File: config.mk
export PLATFORM = sky130hd
export DESIGN_NAME = halt_retire
export DESIGN_NICKNAME = d
export VERILOG_FILES = /design/src/rtl/halt_retire.sv
export SDC_FILE = /design/constraint.sdc
export NUM_CORES = 1
export LEC_CHECK = 0
export ABC_CLOCK_PERIOD_IN_PS = 2540
export CORE_MARGIN = 1.5
export CORE_UTILIZATION = 45
export CTS_CLUSTER_DIAMETER = 200
export DETAILED_ROUTE_END_ITERATION = 10
export GPL_ROUTABILITY_DRIVEN = 0
export PLACE_DENSITY_LB_ADDON = 0.25
export REMOVE_ABC_BUFFERS = 1
export SLEW_MARGIN = 10
export SYNTH_ARGS = -nofsm -noshare
export SYNTH_HDL_FRONTEND = slang
export SYNTH_SLANG_ARGS = --single-unit
File: constraint.sdc
create_clock -name clk -period 2.54 [get_ports clk]
set_input_delay 0.381 -clock clk [delete_from_list [all_inputs] [get_ports clk]]
set_output_delay 0.381 -clock clk [all_outputs]
set_load 0.005 [all_outputs]
File: src/rtl/halt_retire.sv
// halt_retire: writeback-side retirement monitor.
// Shadows the architectural return register, counts retired instructions,
// and on a retiring halt squashes younger writebacks, waits out a drain
// window and then raises isHalt with the frozen return value.
// Optional feature macro: HALT_ON_EXC_EN (adds wb_exc; a faulting retirement
// halts the program and reports EXC_RET as the return value).
module halt_retire #(
  parameter logic [4:0]  RET_REG      = 5'd1,
  parameter int unsigned DRAIN_CYCLES = 3
`ifdef HALT_ON_EXC_EN
  ,
  parameter logic [31:0] EXC_RET      = 32'hDEAD_BEEF
`endif
) (
  input  logic        clk,
  input  logic        rst_n,
  input  logic        wb_valid,
  input  logic        wb_is_halt,
  input  logic        wb_rd_we,
  input  logic [4:0]  wb_rd,
  input  logic [31:0] wb_data,
`ifdef HALT_ON_EXC_EN
  input  logic        wb_exc,
`endif
  output logic        squash,
  output logic        isHalt,
  output logic [31:0] ret_val,
  output logic [31:0] retired_count
);

  typedef enum logic [1:0] {
    ST_RUN    = 2'd0,
    ST_DRAIN  = 2'd1,
    ST_HALTED = 2'd2
  } state_t;

  // Counter is loaded with DRAIN_CYCLES-1 so HALTED is reached exactly
  // DRAIN_CYCLES edges after the halt retires.
  localparam logic [3:0] DRAIN_INIT = 4'(DRAIN_CYCLES - 1);

  state_t      r_state;
  logic [3:0]  r_drain_cnt;
  logic [31:0] r_ret_val;
  logic [31:0] r_retired_count;
  logic        r_squash;
  logic        r_is_halt;

  state_t      w_state_nxt;
  logic [3:0]  w_drain_cnt_nxt;
  logic [31:0] w_ret_val_nxt;
  logic [31:0] w_retired_count_nxt;
  logic        w_ret_wr;
  logic        w_halt_ev;

  // Decode a write to the reported register (r0 can never be written).
  always_comb begin
    w_ret_wr = 1'b0;
    if (wb_rd_we && (wb_rd == RET_REG) && (wb_rd != 5'd0)) begin
      w_ret_wr = 1'b1;
    end else begin
      w_ret_wr = 1'b0;
    end
  end

  // A retirement ends the program on a halt, or on a fault when enabled.
  always_comb begin
    w_halt_ev = wb_is_halt;
`ifdef HALT_ON_EXC_EN
    if (wb_exc) begin
      w_halt_ev = 1'b1;
    end else begin
      w_halt_ev = wb_is_halt;
    end
`endif
  end

  // Next-state, shadow register and retirement counter logic.
  always_comb begin
    w_state_nxt         = r_state;
    w_drain_cnt_nxt     = r_drain_cnt;
    w_ret_val_nxt       = r_ret_val;
    w_retired_count_nxt = r_retired_count;
    case (r_state)
      ST_RUN: begin
        if (wb_valid) begin
          if (r_retired_count != 32'hFFFF_FFFF) begin
            w_retired_count_nxt = r_retired_count + 32'd1;
          end else begin
            w_retired_count_nxt = r_retired_count;
          end
          // The halting instruction's own write still lands before the freeze.
          if (w_ret_wr) begin
            w_ret_val_nxt = wb_data;
          end else begin
            w_ret_val_nxt = r_ret_val;
          end
`ifdef HALT_ON_EXC_EN
          // A fault reports the exception code, overriding any same-cycle write.
          if (wb_exc) begin
            w_ret_val_nxt = EXC_RET;
          end else begin
            w_ret_val_nxt = w_ret_val_nxt;
          end
`endif
          if (w_halt_ev) begin
            w_state_nxt     = ST_DRAIN;
            w_drain_cnt_nxt = DRAIN_INIT;
          end else begin
            w_state_nxt     = ST_RUN;
          end
        end else begin
          w_state_nxt = ST_RUN;
        end
      end
      ST_DRAIN: begin
        // Writebacks are ignored here; only the drain window advances.
        if (r_drain_cnt == 4'd0) begin
          w_state_nxt = ST_HALTED;
        end else begin
          w_drain_cnt_nxt = r_drain_cnt - 4'd1;
        end
      end
      ST_HALTED: begin
        w_state_nxt = ST_HALTED;
      end
      default: begin
        w_state_nxt     = ST_RUN;
        w_drain_cnt_nxt = 4'd0;
      end
    endcase
  end

  // State, counters and registered status outputs.
  always_ff @(posedge clk or negedge rst_n) begin
    if (!rst_n) begin
      r_state         <= ST_RUN;
      r_drain_cnt     <= 4'd0;
      r_ret_val       <= 32'd0;
      r_retired_count <= 32'd0;
      r_squash        <= 1'b0;
      r_is_halt       <= 1'b0;
    end else begin
      r_state         <= w_state_nxt;
      r_drain_cnt     <= w_drain_cnt_nxt;
      r_ret_val       <= w_ret_val_nxt;
      r_retired_count <= w_retired_count_nxt;
      r_squash        <= (w_state_nxt != ST_RUN);
      r_is_halt       <= (w_state_nxt == ST_HALTED);
    end
  end

  assign squash        = r_squash;
  assign isHalt        = r_is_halt;
  assign ret_val       = r_ret_val;
  assign retired_count = r_retired_count;

endmodule

# [Word level (Yosys, flattened, before mapping)]
# Cells that the tools add are included.
[classes] n_reduce_logical=9 bitwise_logic=1 addsub=2 muxes=9 eq_ne=8
[ops] operator="adder 32 x 1 -> 32 bit (second input constant)" count=1
[ops] operator="inequality test 32 bit (second input constant)" count=1
[ops] operator="2-to-1 mux 4 bit" count=3
[ops] operator="case mux 4 bit (3 select lines)" count=1
[ops] operator="inequality test 2 bit (second input constant)" count=3
[ops] operator="case mux 2 bit (3 select lines)" count=1
[ops] operator="AND reduction 3 bit" count=2
[ops] operator="== test 5 x 1 -> 1 bit (second input constant)" count=1
[ops] operator="nonzero test 5 bit" count=1
[ops] operator="== test 2 bit (second input constant)" count=2
[ops] operator="zero test 4 bit" count=1
[ops] operator="2-to-1 mux 2 bit" count=2
[ops] operator="AND reduction 4 bit" count=1
[ops] operator="subtractor 4 x 1 -> 4 bit (second input constant)" count=1
[ops] operator="== test 2 x 1 -> 1 bit (second input constant)" count=1
[ops] operator="logical AND 1 bit" count=2
[ops] operator="zero test 2 bit" count=1
[ops] operator="2-to-1 mux 1 bit" count=2
[ops] operator="nonzero test 2 bit" count=1
[ops] operator="inverter 1 bit" count=1
[totals] elab_cells=35 inputBits=42 out_inout_bits=66 ff_bits=72

# [Depth between registers and ports, before layout]
# Gate-level depths: netlist (run 1).
[logic_depth] word_depth=5 mapped_depth=8 mapped_depth_nobuf=7

# [Worst setup path after synthesis (run 1)]
# OpenSTA, ideal clock, no wires.
[synth_path] path_type="register -> register" start="register r_state[0]" end="register r_retired_count[28], in the netlist retired_count[28]" path_slack_ps=547 setup_ps=123 path_stages_with_launch=9 t_arrival_ps=1870 period_less_slack_ps=1993 cell_sequence="dfrtp_1 buf_6 or3b_1 buf_6 nor4_4 and4_1 buf_6 nand4_2 xnor2_1"
[synth_via] elab_chain_cells=2
[synth_lines] element="start: declaration" line_no="41" rtl="state_t r_state;"
[synth_lines] element="start signal: assignment" line_no="143" rtl="r_state <= w_state_nxt;"
[synth_lines] element="zero test 2 bit" line_no="83" rtl="case (r_state)"
[synth_lines] element="AND reduction 3 bit (no line)"
[synth_lines] element="end signal: assignment" line_no="146" rtl="r_retired_count <= w_retired_count_nxt;"
[synth_lines] element="end: declaration" line_no="44" rtl="logic [31:0] r_retired_count;"
# Every way passes these cells.
# A chain may end at the register's enable or synchronous reset.

# [Final worst setup path (run 1)]
[layout_path] start="input port wb_valid" end="register r_retired_count[28], in the netlist retired_count[28]"
[layout_via] elab_chain_cells=1
[layout_lines] element="start: declaration" line_no="17" rtl="input logic wb_valid,"
[layout_lines] element="AND reduction 3 bit (no line)"
# Every way passes these cells.

==> results of run 1 <==
metal layers:
| metal | routed length, µm | part of all wire, % |
|---|---|---|
| met5 | 0 | 0 |
| met4 | 34 | 0.49 |
| met3 | 524 | 7.5 |
| met2 | 3210 | 46 |
| met1 | 3180 | 46 |
cells by family (layout without fill, tap and decap cells):
| logic type | Yosys count | in the layout | share of synthesized area [%] |
|---|---|---|---|
| XOR/XNOR | 28 | 28 | 7.72 |
| buffers and inverters | 11 | 133 | 2.05 |
| multiplexers | 34 | 34 | 12.0 |
| flip-flops | 72 | 72 | 56.7 |
| adder cells (fa/ha/maj) | 3 | 3 | 1.18 |
| AO/OA/AOI/OAI | 16 | 16 | 3.35 |
| AND/OR/NAND/NOR | 90 | 90 | 16.9 |
critical path: stages:
cell	delay (ns)
clkdlybuf4s50_1	0.49
or3b_1	0.44
nor4_4	0.37
and4_1	0.43
nand4_2	0.15
xnor2_1	0.14
path summary, 6_finish.rpt:
path / slack (ns) / startpoint / to / cells after the start
max in group asynchronous: 1.73 / rst_n / retired_count[27] / 2
min reg2reg: 0.50 / ret_val[6] / ret_val[6] / 1
max reg2reg: 0.39 / retired_count[21] / retired_count[18] / 5
max: 0.36 / wb_valid / retired_count[28] / 6
min: 0.13 / rst_n / ret_val[1] / 1
min in group clk: 0.50 / ret_val[6] / ret_val[6] / 1
power breakdown:
part | internal (mW) | leakage [nW] | switching, mW
logic | 0.567 | 0.958 | 0.334
registers | 1.35 | 0.961 | 0.155
clock network | 0.649 | 0.116 | 0.414
total | 2.57 | 2.04 | 0.904
cell type report:
type,count,area share (%)
Sequential cell,72,39.1
Multi-Input combinational cell,171,28.4
Timing Repair Buffer,114,24.5
Clock buffer,10,2.77
Tap cell,96,2.61
Clock inverter,6,2.34
Inverter,3,0.244
Yosys cell counts, drive strengths merged:
cell type,count,area (µm²)
nor3,11,55.1
a21o,1,7.51
xor2,11,96.3
o31ai,2,15.0
clkbuf,4,15.0
nand4,10,75.1
nand2b,6,37.5
o21ai,5,25.0
o211ai,1,7.51
o22a,1,8.76
or3b,2,17.5
or3,2,12.5
a31oi,1,6.26
o2bb2ai,2,17.5
nor4b,1,8.76
a2bb2oi,1,8.76
or2,1,6.26
nor3b,2,20.0
nand3,21,105
a21oi,2,10.0
or4b,1,10.0
mux2,33,372
ha,3,37.5
or4,1,7.51
inv,3,11.3
buf,4,38.8
dfrtp,72,1800
and3,5,32.5
nor2,11,41.3
nand2,7,26.3
xnor2,17,149
nand4b,1,8.76
or2b,1,7.51
and4,3,26.3
mux2i,1,10.0
nor4,4,40.0
through the flow:
step	hold WS, ns	setup TNS, ns	setup slack, ns
4_1_cts	0.150	0	0.378
3_3_place_gp	0.480	0	0.0763
6_report	0.133	0	0.362
2_1_floorplan	0.0854	-13.86	-0.433
3_5_place_dp	0.491	0	0.0478
5_1_grt	0.194	0	0.242
registers in the layout, summed over array words and instances, names as in the netlist:
name           flops
ret_val           32
retired_count     32
r_drain_cnt        4
r_state            2
isHalt             1
squash             1
==> summary.md, run 1 <==
| Metric | Value |
|---|---|
| Status | `completed` |
| Ports | `between 100 and 150` |
| Clk_skew | `approximately 0.007 ns` |
| Register area | `1800 µm²` |
| Avg Inst Size Synth | `12.5 µm²` |
| Most frequent cells in the layout | `106 x clkdlybuf4s50_1, 72 x dfrtp_1, 33 x mux2_2, 21 x nand3_1, 17 x xnor2_1` |
| Total Power | `between 3 and 4 mW` |
| Number of post-CTS setup repair buffers | `0` |
| Wire length per cell | `roughly 15 µm` |
| Met1 Use GR | `between 20% and 30%` |
| Initial antenna violation count | `0` |
| Vias in the first global route | `2359` |
| Multi-input gate area | `between 1000 and 1500 µm²` |
| GRT Overall Usage | `between 10% and 20%` |
| Synth Register Bits | `72` |
| GR peak layer | `met2` |
| Fin area | `4610 µm²` |
| DP HPWL | `about 5.0 mm` |
| Drt total wl | `between 6 and 7 mm` |
| DR DRC count | `0` |
| Final nets | `416` |
| Post-synthesis sequential area ratio | `56.7%` |
| Clock-pin slew on the worst setup and hold paths | `roughly 0.07 ns` |
| # clock sinks | `just over 70` |
| Iteration-0 DRC count of the detailed router | `74` |
| Root Driver | `clkbuf_8` |
| Worst path arrival time | `approximately 2.4 ns` |
| Crit start category | `input pin` |
| Fill count | `just over 500` |
| Htree depth | `3` |
| Tightest Pin Transition | `slightly above 0.8 ns` |
| Synth unique cells | `42` |
| Final setup fails | `0` |
| Met2 GRT Util | `a little under a third` |
| Slew headroom | `between 40% and 50%` |
| Number of buffers added on ports | `~110` |
| Fin crit period | `2.18 ns` |
| Via/cell ratio | `5.15` |
| Most common cell after layout, fill and taps aside | `clkdlybuf4s50_1` |
| Count of cells resized by post-cts repair | `0` |
| Yosys warns | `0` |
| Achievable Freq | `about 0.46 GHz` |
| Die span in x | `87.0 µm` |
| CTS tree | `built` |
| Initial core utilization | `a little under half` |
| Hold Vio Cnt, Final | `0` |
| DRT antenna net count | `0` |
| Worst-path fanout max | `6` |
| Max-slew violations | `0` |
| Number of max-cap violations | `0` |
| Skew-Pair Late Insertion Delay | `between 0.3 and 0.4 ns` |
| Area Growth Syn to Fin | `45.1%` |
| Synthesized netlist cell count | `between 200 and 300` |
| Die area | `approximately 7600 µm²` |
| Via count | `2429` |
| Clock buffer count from CTS | `9` |
| Post-DP Area | `between 4000 and 5000 µm²` |
| Layout cell share with drive strength beyond 1 | `17.0%` |
| CP Data Required Time | `2.76 ns` |
| N_diodes | `0` |
| Fin cells | `472` |
| DRT Pass-1 Iters | `4` |
| Hold-fix buffers, CTS | `0` |
| Die height | `between 80 and 90 µm` |
| Met3 Use GR | `3.98%` |
| Syn Std Cell Area | `between 3000 and 4000 µm²` |
| Kind of critical path | `input pin to register` |
| Max Root-Sink Buffers | `2` |
| Post-Place Cells | `456` |
| Global-route wire length before repair | `roughly 11 mm` |
| Pleak | `between 2 and 2.5 nW` |
| Largest net degree at the start of global routing | `39` |
| Remaining Overflow, GRT | `0` |
| Post-layout util | `between 60% and 70%` |
| CP Capture Type | `register` |
| HP Class | `input pin to async pin` |
| Period utilisation layout | `a little under nine tenths` |
| RSZ-0062 raised after global routing | `no` |
| Placement Rows | `30` |
| PwrDens | `approximately 750 nW/µm²` |
| Core Area | `about 6800 µm²` |
| Maximum vdd drop | `between 0.6 and 0.7 mV` |
No activity file was read; power rests on OpenSTA's default activity.
==> run 2: changes to the inputs <==
- ABC_CLOCK_PERIOD_IN_PS: 2540 -> 2300
- clock period: 2.54 -> 2.3 ns (I/O delays scaled with it)
==> run 2 against run 1 <==
Setup slack got worse by 0.18 ns; critical path depth unchanged; final area increased by 1.6%; total power increased by 9.3%; global-route usage increased by 0.66 points; register-to-register slack got worse by 0.18 ns; sequential share of layout area decreased by 0.61 points; via count increased by 1.7%; clock skew decreased by 0.00062 ns; first-iteration DRC count increased by 49%; count of clock-buffer cells in the layout decreased by 1; highest routed layer unchanged.
==> summary.md, run 2 (synthesis gave the netlist of run 1 again) <==
| Metric | Value |
|---|---|
| Worst Reg-to-Reg Cells | `5 (unchanged)` |
| Fin worst setup slack | `0.179 ns (-0.184 ns)` |
| Drt total wl | `7.19 mm (+3.6%)` |
| N_diodes | `0 (unchanged)` |
| RSZ-0062 raised after global routing | `no` |
| Maximum vdd drop | `0.620 mV (-0.20%)` |
| Via/cell ratio | `5.12 (-0.42%)` |
| Largest delay share family, worst path | `simple AND/OR/NAND/NOR gates` |
| Htree depth | `3 (unchanged)` |
| Fill count | `512 (-0.39%)` |
| Fin crit period | `approximately 2.1 ns` |
| Die height | `87.0 µm (unchanged)` |
| Iteration-0 DRC count of the detailed router | `110 (+49%)` |
| Clk_skew | `0.00635 ns (-0.000617 ns)` |
| Die span in x | `87.0 µm (unchanged)` |
| CP peak stage delay | `0.48 ns (about the same)` |
| Post-Place Cells | `466 (+2.2%)` |
| Crit start category | `input pin` |
| Wire length per cell | `14.9 µm (+1.4%)` |
| Remaining Overflow, GRT | `0 (unchanged)` |
| DRT Pass-1 Iters | `4 (unchanged)` |
| HP Class | `input pin to async pin` |
| Core Area | `6790 µm² (unchanged)` |
| Clock buffer count from CTS | `9 (unchanged)` |
| Global-route wire length before repair | `11.5 mm (+2.3%)` |
| Max-slew violations | `0 (unchanged)` |
| Most frequent cells in the layout | `106 x clkdlybuf4s50_1, 72 x dfrtp_1, 33 x mux2_2, 21 x nand3_1, 17 x xnor2_1` |
| Area Growth Syn to Fin | `47.4%` |
| CP Capture Type | `register` |
| DP HPWL | `5.20 mm (+4.9%)` |
| Clock-pin slew on the worst setup and hold paths | `0.08 ns (about the same)` |
| Hold Vio Cnt, Final | `0 (unchanged)` |
| Number of buffers added on ports | `107 (unchanged)` |
| Tightest Pin Transition | `0.709 ns (-0.0984 ns)` |
| Reg2Reg Launch Point | `retired_count[22]` |
| GRT Overall Usage | `20.0% (+0.66 points)` |
| Kind of critical path | `input pin to register` |
| Period utilisation layout | `92.2%` |
| Final setup fails | `0 (unchanged)` |
| PwrDens | `810 nW/µm² (+7.6%)` |
| Most common cell after layout, fill and taps aside | `clkdlybuf4s50_1` |
| Ports | `108 (unchanged)` |
| # clock sinks | `72 (unchanged)` |
| Final nets | `426 (+2.4%)` |
| Number of max-cap violations | `0 (unchanged)` |
| Hold-fix buffers, CTS | `0 (unchanged)` |
| Count of cells resized by post-cts repair | `0 (unchanged)` |
| Die area | `7570 µm² (unchanged)` |
| Worst slack at placement | `-0.121 ns (-0.169 ns)` |
| Largest net degree at the start of global routing | `39 (unchanged)` |
| Fin area | `4680 µm² (+1.6%)` |
| RR Endpoint | `retired_count[18]` |
| Pleak | `2.08 nW (+2.3%)` |
| CTS tree | `built` |
| Post-DP Area | `4460 µm² (+2.0%)` |
| Worst-path fanout max | `6 (unchanged)` |
| DR DRC count | `0 (unchanged)` |
| Slew headroom | `52.8% (+6.6 points)` |
| Root Driver | `clkbuf_8` |
| Worst path bufs/invs | `1 (unchanged)` |
| Worst path arrival time | `2.34 ns (-0.06 ns)` |
| Reg2reg setup slack | `0.21 ns (-0.18 ns)` |
| CP Data Required Time | `2.52 ns (-0.24 ns)` |
| DRT antenna net count | `0 (unchanged)` |
| Critical-path top delay cell | `clkdlybuf4s50_1` |
| Initial antenna violation count | `0 (unchanged)` |
| Layout cell share with drive strength beyond 1 | `19.7% (+2.7 points)` |
| Status | `completed` |
| Initial core utilization | `46.7% (unchanged)` |
| Hold WS | `0.0452 ns (-0.0882 ns)` |
| Placement Rows | `30 (unchanged)` |
| Via count | `2470 (+1.7%)` |
| Skew-Pair Late Insertion Delay | `0.34 ns (about the same)` |
| Cell breakdown of the critical path | `clkdlybuf4s50_1 -> or3b_1 -> nor4_4 -> and4_1 -> nand3_1 -> xnor2_1` |
| Number of post-CTS setup repair buffers | `0 (unchanged)` |
| Fin cells | `482 (+2.1%)` |
| Max Root-Sink Buffers | `2 (unchanged)` |
| Vias in the first global route | `2407 (+2.0%)` |
| Achievable Freq | `about 0.47 GHz` |
## run 2: cell count changes in the layout (fill, tap and decap cells not counted), sizes merged
cell / change
clkinv: +1
inv: +1
bufinv: -1
buf: +10
clkbuf: -1
## run 2: worst max-delay path by stage
stage,startpoint,endpoint,cells after the start
CTS,wb_valid,retired_count[22],6
global route,retired_count[22],retired_count[1],5
floorplan,r_state[0],ret_val[0],3
finish,wb_valid,retired_count[22],6
detailed placement,wb_valid,retired_count[28],6
global placement,wb_valid,retired_count[28],6
## run 2: worst register-to-register path, cell delays in order (launching register included)
cell	delay [ns]
dfrtp_1	0.45
nand3_1	0.17
or4_1	0.60
o31ai_1	0.46
nor3_1	0.12
xor2_1	0.16
## run 2: area by class of cell
type | instances | area (µm²) | share of cell area (%)
Clock buffer | 9 | 124 | 2.65
Clock inverter | 7 | 95.1 | 2.03
Inverter | 3 | 11.3 | 0.241
Multi-Input combinational cell | 171 | 1310 | 28.0
Sequential cell | 72 | 1800 | 38.5
Tap cell | 96 | 120 | 2.57
Timing Repair Buffer | 124 | 1220 | 26.0
## run 2: routing by layer
layer / up-vias / GRT usage [%] / share of wire, %
li1: 1170 / - / -
met1: 1180 / 25.4 / 43
met2: 113 / 32.8 / 47
met3: 7 / 5.97 / 8.4
met4: 0 / 6.16 / 0.97
met5: - / 0 / 0
## run 2: per-stage QoR
stage               TNS (ns)  total power, mW  utilization [%]
floorplan             -21.54             2.10                -
global placement      -0.668             2.71             65.7
detailed placement    -0.710             2.74             65.7
CTS                        0             3.84             68.9
global route               0             4.03             68.9
finish                     0             3.79             68.9
## run 2: power breakdown
| group | internal, mW | leakage, nW | switching [mW] |
|---|---|---|---|
| Sequential | 1.49 | 0.961 | 0.145 |
| Combinational | 0.659 | 1.01 | 0.402 |
| Clock | 0.612 | 0.110 | 0.483 |
| Total | 2.76 | 2.08 | 1.03 |
